==> src/rtl/quad_debounce_pkg.sv <==
// quad_debounce_pkg: shared debounce defaults and channel indices.
package quad_debounce_pkg;
  localparam int SYNC_STAGES_DEF = 2;
  localparam int STABLE_CNT_DEF  = 50000;
  localparam int CH_A = 0;
  localparam int CH_B = 1;
  localparam int CH_C = 2;
  localparam int CH_D = 3;
endpackage

==> src/rtl/debounce_chan.sv <==
// debounce_chan: synchronizer, stability counter and output flop for one raw input.
// Edge pulse outputs exist only when QUAD_DEBOUNCE_EDGE_EN is defined.
module debounce_chan #(
  parameter int SYNC_STAGES = 2,
  parameter int STABLE_CNT  = 4,
  parameter int CNT_W       = 3
) (
  input  logic i_clk,
  input  logic i_rst_n,
  input  logic i_raw,
  output logic o_level,
  output logic o_idle
`ifdef QUAD_DEBOUNCE_EDGE_EN
  ,
  output logic o_rise,
  output logic o_fall
`endif
);
  localparam logic [CNT_W-1:0] LAST = CNT_W'(STABLE_CNT - 1);
  logic [SYNC_STAGES-1:0] sync_q;
  logic [CNT_W-1:0] cnt;
  logic s, accept;
  assign s      = sync_q[SYNC_STAGES-1];
  assign accept = (s != o_level) && (cnt == LAST);
  assign o_idle = (cnt == '0) && (s == o_level);
  always_ff @(posedge i_clk or negedge i_rst_n)
    if (!i_rst_n) begin
      sync_q  <= '0;
      cnt     <= '0;
      o_level <= 1'b0;
    end else begin
      sync_q <= {sync_q[SYNC_STAGES-2:0], i_raw};
      // an agreeing sample or an accepted change both restart the count
      cnt    <= (s == o_level || accept) ? '0 : cnt + 1'b1;
      if (accept) o_level <= s;
    end
`ifdef QUAD_DEBOUNCE_EDGE_EN
  always_ff @(posedge i_clk or negedge i_rst_n)
    if (!i_rst_n) begin
      o_rise <= 1'b0;
      o_fall <= 1'b0;
    end else begin
      o_rise <= accept & s;
      o_fall <= accept & ~s;
    end
`endif
endmodule

==> src/rtl/quad_input_debouncer.sv <==
// quad_input_debouncer: four independent debounced channels plus an all-settled flag.
// Define QUAD_DEBOUNCE_EDGE_EN to add registered o_rise/o_fall pulse outputs.
module quad_input_debouncer
  import quad_debounce_pkg::*;
#(
  parameter int SYNC_STAGES = SYNC_STAGES_DEF,
  parameter int STABLE_CNT  = STABLE_CNT_DEF,
  parameter int CNT_W       = 16
) (
  input  logic       i_clk,
  input  logic       i_rst_n,
  input  logic       i_a_raw,
  input  logic       i_b_raw,
  input  logic       i_c_raw,
  input  logic       i_d_raw,
  output logic       o_a,
  output logic       o_b,
  output logic       o_c,
  output logic       o_d,
  output logic       o_stable
`ifdef QUAD_DEBOUNCE_EDGE_EN
  ,
  output logic [3:0] o_rise,
  output logic [3:0] o_fall
`endif
);
  if (STABLE_CNT < 1 || SYNC_STAGES < 2 || (STABLE_CNT - 1) >= (2 ** CNT_W))
    $error("quad_input_debouncer: illegal SYNC_STAGES/STABLE_CNT/CNT_W");
  logic [3:0] raw, level, idle;
  assign raw = {i_d_raw, i_c_raw, i_b_raw, i_a_raw};
  for (genvar i = 0; i < 4; i++) begin : g_chan
    debounce_chan #(
      .SYNC_STAGES(SYNC_STAGES),
      .STABLE_CNT (STABLE_CNT),
      .CNT_W      (CNT_W)
    ) u_chan (
      .i_clk  (i_clk),
      .i_rst_n(i_rst_n),
      .i_raw  (raw[i]),
      .o_level(level[i]),
      .o_idle (idle[i])
`ifdef QUAD_DEBOUNCE_EDGE_EN
      ,
      .o_rise (o_rise[i]),
      .o_fall (o_fall[i])
`endif
    );
  end
  assign o_a      = level[CH_A];
  assign o_b      = level[CH_B];
  assign o_c      = level[CH_C];
  assign o_d      = level[CH_D];
  assign o_stable = &idle;
endmodule

==> config.mk <==
export PLATFORM = sky130hd
export DESIGN_NAME = quad_input_debouncer
export DESIGN_NICKNAME = d
export VERILOG_FILES = /design/src/rtl/quad_debounce_pkg.sv /design/src/rtl/debounce_chan.sv /design/src/rtl/quad_input_debouncer.sv
export SDC_FILE = /design/constraint.sdc
export NUM_CORES = 1
export LEC_CHECK = 0
export ABC_AREA = 1
export CORE_MARGIN = 1
export CORE_UTILIZATION = 52
export CTS_CLUSTER_DIAMETER = 100
export DETAILED_ROUTE_END_ITERATION = 7
export MAX_ROUTING_LAYER = met4
export PLACE_DENSITY = 0.73
export SYNTH_ARGS = -nofsm -noshare
export SYNTH_HDL_FRONTEND = slang
export SYNTH_SLANG_ARGS = --single-unit
export TNS_END_PERCENT = 50
==> constraint.sdc <==
create_clock -name i_clk -period 1.9 [get_ports i_clk]
set_clock_uncertainty 0.15 [all_clocks]
set_input_delay 0.38 -clock i_clk [delete_from_list [all_inputs] [get_ports i_clk]]
set_output_delay 0.38 -clock i_clk [all_outputs]
set_load 0.1 [all_outputs]
==> results of run 1 <==
[power groups by stage]
stage | clock (mW) | sequential (mW) | combinational, mW
2_1_floorplan | 0 | 1.70 | 0.103
3_3_place_gp | 0 | 1.70 | 0.203
3_5_place_dp | 0 | 1.70 | 0.210
4_1_cts | 1.55 | 1.66 | 0.225
5_1_grt | 1.63 | 1.67 | 0.281
6_report | 1.53 | 1.67 | 0.250
[cells in the mapped netlist (all sizes together)]
cell,number
nor2,152
nand2,123
dfrtp,76
inv,62
nand3,36
xor2,31
nand4,20
xnor2,11
o21ai,10
ha,8
buf,4
o21bai,3
nor3,1
[sequential cells by signal (all words and copies together), names as in the netlist]
| signal | cells |
|---|---|
| g_chan.u_chan.cnt | 64 |
| g_chan.u_chan.sync_q | 8 |
| g_chan.u_chan.o_level | 4 |
[routing by layer]
layer / vias to the layer above / GRT usage / wire length [um]
met3: 17 / 0.04858 / 335
met2: 83 / 0.3958 / 4752
met1: 1675 / 0.3158 / 4078
met5: - / - / 0
met4: 0 / 0.09788 / 174
li1: 1789 / - / -
[worst min path at each step]
stage | depth (start not counted) | from | to
floorplan | 0 | i_rst_n | g_chan[0].u_chan.cnt[0]
global placement | 0 | g_chan[0].u_chan.sync_q[0] | g_chan[0].u_chan.sync_q[1]
detailed placement | 1 | i_rst_n | g_chan[2].u_chan.cnt[6]
CTS | 0 | g_chan[0].u_chan.sync_q[0] | g_chan[0].u_chan.sync_q[1]
global route | 0 | g_chan[0].u_chan.sync_q[0] | g_chan[0].u_chan.sync_q[1]
finish | 0 | g_chan[0].u_chan.sync_q[0] | g_chan[0].u_chan.sync_q[1]
[repair_timing]
item,in CTS,in global routing
hold endpoints to repair,28,0
hold buffers,1,0
resized for setup,4,26
endpoints found under the setup margin,1,29
pin swaps,6,11
buffers inserted,3,3
[logic make-up after synthesis]
family	count (synthesis)	synth area share
compound gates	13	0.01760
fa+ha+maj	8	0.02428
flops	76	0.4613
buf+inv	66	0.06737
xor+xnor	42	0.08923
simple gates	332	0.3402
[worst reg2reg max path, delay by kind of cell (launching register included)]
kind                       cells  cell delay (ns)
DFF                            1             0.40
and+or+nand+nor                3             0.32
buffers and inverters          4             0.49
adders and majority gates      1             0.24
xor gates and xnor gates       1             0.15
[through the flow]
step                      instance area [um^2]  hold WS (ns)  utilization  TNS, ns  std cells
final                                     5152        0.2024       0.6702  -0.3809        711
after global routing                      5152        0.2116       0.6702  -0.6461        711
after CTS                                 5022        0.2058       0.6533  -0.3665        708
after detailed placement                  4733        0.1845       0.6157        0        688
after global placement                    4733        0.1826       0.6157        0        688
after floorplan                           4168      -0.06559            -  -0.1883        537
[final cells by class]
type | count | area (um^2)
sequential | 76 | 1917
multi-input combinational | 395 | 2091
tap | 102 | 127.6
clock buffer | 9 | 123.9
timing repair buffer | 60 | 538.0
clock inverter | 7 | 122.6
inverter | 62 | 232.7
fill | 644 | 2535
==> impl_metrics.csv, run 1 <==
group,metric,value,unit
setup_path,critPathArrivalTime,1.75,ns
placement,dp_slack,0.009125,ns
setup_path,worstSetupPathType,"reg2out",
global_route,track_usage,0.2492,
placement,portBuffers,10,
die,core-area,7687,um^2
setup_path,slowest_stage,"dfrtp_1",
route,drc_errors,0,
power,vdd_drop_max,0.4144,mV
route,wirelength,9341,um
sta,period_share,1.200,
power,p_sw_frac,0.2354,
logic_synthesis,synth.top_cell.area_share,0.4613,
setup_path,regToRegStartpoint,"g_chan[1].u_chan.cnt[0]",
power,power,3.444,mW
die,rows,32,
run,drv_cap,0,
clock_tree,root_buffer,"clkbuf_8",
logic_synthesis,ys_seq_area_frac,0.4613,
power,clock_power_share,0.444,
sta,relSlewSlack,0.7364,
setup_path,worstPathBufferInverterCount,2,
cells_and_area,n_antenna_cell,0,
die,dieWidth,91.04,um
die,initial_core_util,0.5363,
route,drt_iter0_markers,218,
die,die_area,8288,um^2
setup_path,worst_r2r_path_depth,9,
power,intPower,2.633,mW
setup_path,worstPathCellList,"inv_1 > ha_4 > nand2_2 > nor2_2 > nand3_1 > nor2_1 > nand2_1 > nor2_4 > buf_12",
outcome,status,"finished with violations",
sta,finalWorstSetupSlack,-0.3809,ns
sta,finalHoldViolCount,0,
placement,dp_hpwl,6574,um
setup_path,rrSetupSlack,0.03,ns
setup_path,cp_top_family,"simple AND/OR/NAND/NOR gates",
power,combPwrFrac,0.072,
global_route,grt_max_degree,32,
setup_path,cpPeakStageDelay,0.38,ns
clock_tree,cts.clk_slew.worst_paths,0.09,ns
logic_synthesis,synth_cell_types,18,
global_route,grt_pass1_vias,3395,
route,first_pass_iters,5,
worst_hold_path,hp-class,"reg2reg",
global_route,grt_pass1_wl,15750,um
cells_and_area,drive_gt1_frac,0.1905,
setup_path,cp-endpoint,"o_stable",
logic_synthesis,syn_area,4123,um^2
power,switchingPower,0.8106,mW
route,via_per_inst,5.013,
sta,fmax,438.4,MHz
logic_synthesis,syn_avg_cell_area,7.677,um^2
sta,slew_viol_final,0,
setup_path,cp.required,1.37,ns
route,ant_nets,0,
die,fp.dieH,91.04,um
logic_synthesis,syn_inst,537,
power,power_density,668.4,nW/um^2
setup_path,start_kind,"flop",
setup_path,end_kind,"output port",
clock_tree,cts_max_level,3,
clock_tree,cts_buffers,9,
sta,worstMarginPinSlew,0.3954,ns
cells_and_area,final_cell_mix,"nor2_1 (138), nand2_1 (116), dfrtp_1 (72)",
route,vias,3564,
power,p_leak,2.286,nW
global_route,antenna_found_initial,0,
logic_synthesis,yosysTopAreaCell,"dfrtp_1",
clock_tree,clkLatencyLatePin,0.36,ns
logic_synthesis,synthesis.nets,551,
cells_and_area,area_growth,24.98,%
setup_path,crit_path_max_fanout,2,
power,power_frac_seq,0.483,
cells_and_area,layout.nets,618,
logic_synthesis,synth.area.top_cells,"dfrtp_1 (46%), nor2_1 (14%), nand2_1 (11%), xor2_1 (6.6%), inv_1 (5.6%)",
outcome,violations,"setup timing",
placement,routabilityCongestion,0.9405,
route,wl_per_cell,13.14,um
clock_tree,clockBufferDepth,2,
sta,final-setup-viol-count,1,
logic_synthesis,yosysWarnings,0,
setup_path,r2r-end,"g_chan[1].u_chan.cnt[12]",
logic_synthesis,synth-seq-cells,76,
setup_path,worstSetupStartpoint,"g_chan[0].u_chan.cnt[0]",
sta,rsz0062_at_grt,"yes",
global_route,gr-total-overflow,0,
die,pin_count,11,
clock_tree,cts_tree,"yes",
cells_and_area,final_common_cell,"nor2_1",
clock_tree,cts_sinks,76,
setup_path,worst-path-stages,9,
sta,period_needed,2.281,ns
No activity file was read; power rests on OpenSTA's default activity.
==> run 2: changes to the inputs <==
--- a/config.mk
+++ b/config.mk
@@ -8,7 +8,7 @@
 export ABC_AREA = 1
 export CORE_MARGIN = 1
 export CORE_UTILIZATION = 52
-export CTS_CLUSTER_DIAMETER = 100
+export CTS_CLUSTER_DIAMETER = 40
 export DETAILED_ROUTE_END_ITERATION = 7
 export MAX_ROUTING_LAYER = met4
 export PLACE_DENSITY = 0.73
==> constraint.sdc (replaced) <==
create_clock -name i_clk -period 2.4 [get_ports i_clk]
set_clock_uncertainty 0.15 [all_clocks]
set_input_delay 0.48 -clock i_clk [delete_from_list [all_inputs] [get_ports i_clk]]
set_output_delay 0.48 -clock i_clk [all_outputs]
set_load 0.1 [all_outputs]
==> impl_metrics.csv, run 2 (synthesis gave the netlist of run 1 again) <==
group,metric,value,unit
outcome,status,"finished clean",
sta,period_needed,2.324,ns
route,drc_errors,0,
cells_and_area,final_cell_mix,"nor2_1 (140), nand2_1 (116), dfrtp_1 (72)",
sta,period_share,0.9685,
setup_path,critPathArrivalTime,1.69,ns
cells_and_area,final_area,4745,um^2
sta,rsz0062_at_grt,"yes",
placement,portBuffers,10,
power,clock_power_share,0.422,
die,initial_core_util,0.5363,
die,core-area,7687,um^2
cells_and_area,largest_registers,"g_chan.u_chan.cnt (64), g_chan.u_chan.sync_q (8), g_chan.u_chan.o_level (4)",
cells_and_area,final_common_cell,"nor2_1",
die,rows,32,
clock_tree,cts_tree,"yes",
route,first_pass_iters,4,
cells_and_area,fin_cells,682,
cells_and_area,n_antenna_cell,0,
global_route,track_usage,0.2274,
power,p_sw_frac,0.2364,
cells_and_area,drive_gt1_frac,0.1293,
global_route,grt_pass1_vias,3249,
worst_hold_path,hp-class,"reg2reg",
global_route,grt_max_degree,52,
sta,worstMarginPinSlew,0.3498,ns
global_route,grt_pass1_wl,14630,um
sta,finalHoldViolCount,0,
clock_tree,cts.clk_slew.worst_paths,0.08,ns
setup_path,end_kind,"output port",
setup_path,cp.required,1.77,ns
global_route,antenna_found_initial,0,
power,intPower,1.949,mW
power,power_frac_seq,0.518,
cells_and_area,top_register,"g_chan.u_chan.cnt",
route,wl_per_cell,12.65,um
clock_tree,cts_max_level,3,
sta,hold-worst-slack,0.2016,ns
die,pin_count,11,
route,vias,3439,
die,fp.dieH,91.04,um
placement,placedCellCount,646,
sta,fin_setup_tns,0,ns
setup_path,crit_path_max_fanout,5,
cells_and_area,post-route-util,0.6172,
setup_path,worstSetupPathType,"reg2out",
sta,relSlewSlack,0.7668,
sta,fmax,430.2,MHz
cells_and_area,area_growth,15.08,%
die,die_area,8288,um^2
setup_path,start_kind,"flop",
clock_tree,clockBufferDepth,2,
placement,routabilityCongestion,0.8993,
power,power_density,537.9,nW/um^2
power,combPwrFrac,0.060,
die,dieWidth,91.04,um
placement,dp_hpwl,6120,um
global_route,gr-total-overflow,0,
route,wirelength,8625,um
clock_tree,root_buffer,"clkbuf_8",
clock_tree,cts_buffers,9,
cells_and_area,largest_reg_flops,64,
sta,slew_viol_final,0,
power,switchingPower,0.6032,mW
power,vdd_drop_max,0.3754,mV
clock_tree,clkLatencyLatePin,0.35,ns
power,p_leak,2.098,nW
run,drv_cap,0,
route,ant_nets,0,
clock_tree,cts_sinks,76,
sta,final-setup-viol-count,0,
cells_and_area,layout.nets,589,
placement,placed_area,4335,um^2
route,drt_iter0_markers,153,
route,via_per_inst,5.043,
[run 2: layout make-up]
| cell class | instances | area [um^2] |
|---|---|---|
| Fill cell | 663 | 2943 |
| Inverter | 62 | 232.7 |
| Multi-Input combinational cell | 395 | 1991 |
| Timing Repair Buffer | 31 | 270.3 |
| Clock inverter | 6 | 88.84 |
| Clock buffer | 10 | 127.6 |
| Sequential cell | 76 | 1907 |
| Tap cell | 102 | 127.6 |
[run 2: final timing paths]
check / cells after the start / slack [ns] / to / start
worst max-delay path: 8 / 0.08 / o_stable / g_chan[0].u_chan.cnt[10]
worst min-delay path: 0 / 0.20 / g_chan[0].u_chan.sync_q[1] / g_chan[0].u_chan.sync_q[0]
worst max register to register: 8 / 0.57 / g_chan[3].u_chan.cnt[9] / g_chan[3].u_chan.cnt[0]
worst min register to register: 0 / 0.20 / g_chan[0].u_chan.sync_q[1] / g_chan[0].u_chan.sync_q[0]
max in group asynchronous: 3 / 1.08 / g_chan[0].u_chan.o_level / i_rst_n
min in group asynchronous: 2 / 0.43 / g_chan[2].u_chan.cnt[10] / i_rst_n
[run 2: metal layers]
layer,track usage,part of all wire
met5,-,0
met4,0.07275,0.013
met3,0.04104,0.036
met2,0.3693,0.49
met1,0.2900,0.46
[run 2: power by group through the flow]
stage | Clock [mW] | Sequential [mW] | Combinational (mW)
final | 1.08 | 1.32 | 0.154
after global routing | 1.14 | 1.33 | 0.178
after CTS | 1.09 | 1.32 | 0.139
after detailed placement | 0 | 1.35 | 0.128
after global placement | 0 | 1.35 | 0.125
after floorplan | 0 | 1.35 | 0.0803
[run 2: worst max-delay path, stage by stage (launching register included)]
cell and delay (ns):
dfrtp_1 0.45, inv_2 0.09, nand2_2 0.06, nor2_4 0.11, nand2_1 0.07, nor2_2 0.13, nand3_2 0.10, nor2_4 0.15
buf_12 0.18
[run 2: through the flow]
stage / total power [mW] / setup slack (ns)
6_report: 2.552 / 0.07555
5_1_grt: 2.647 / -0.02535
4_1_cts: 2.553 / 0.004541
3_5_place_dp: 1.481 / 0.3792
3_3_place_gp: 1.477 / 0.3896
2_1_floorplan: 1.427 / 0.1568
[run 2: what timing repair did]
action / 4_1_cts / 5_1_grt
endpoints found under the hold margin: 25 / 0
endpoints found under the setup margin: 1 / 1
resized for setup: 1 / 15
setup buffers: 3 / 16
pin swaps: 0 / 11
hold buffers: 1 / 0
==> run 3: changes to the inputs <==
--- a/config.mk
+++ b/config.mk
@@ -12,6 +12,7 @@
 export DETAILED_ROUTE_END_ITERATION = 7
 export MAX_ROUTING_LAYER = met4
 export PLACE_DENSITY = 0.73
+export SKIP_LAST_GASP = 1
 export SYNTH_ARGS = -nofsm -noshare
 export SYNTH_HDL_FRONTEND = slang
 export SYNTH_SLANG_ARGS = --single-unit
==> results of run 3 <==
Final layout, timing and power as in run 2 (identical DEF).
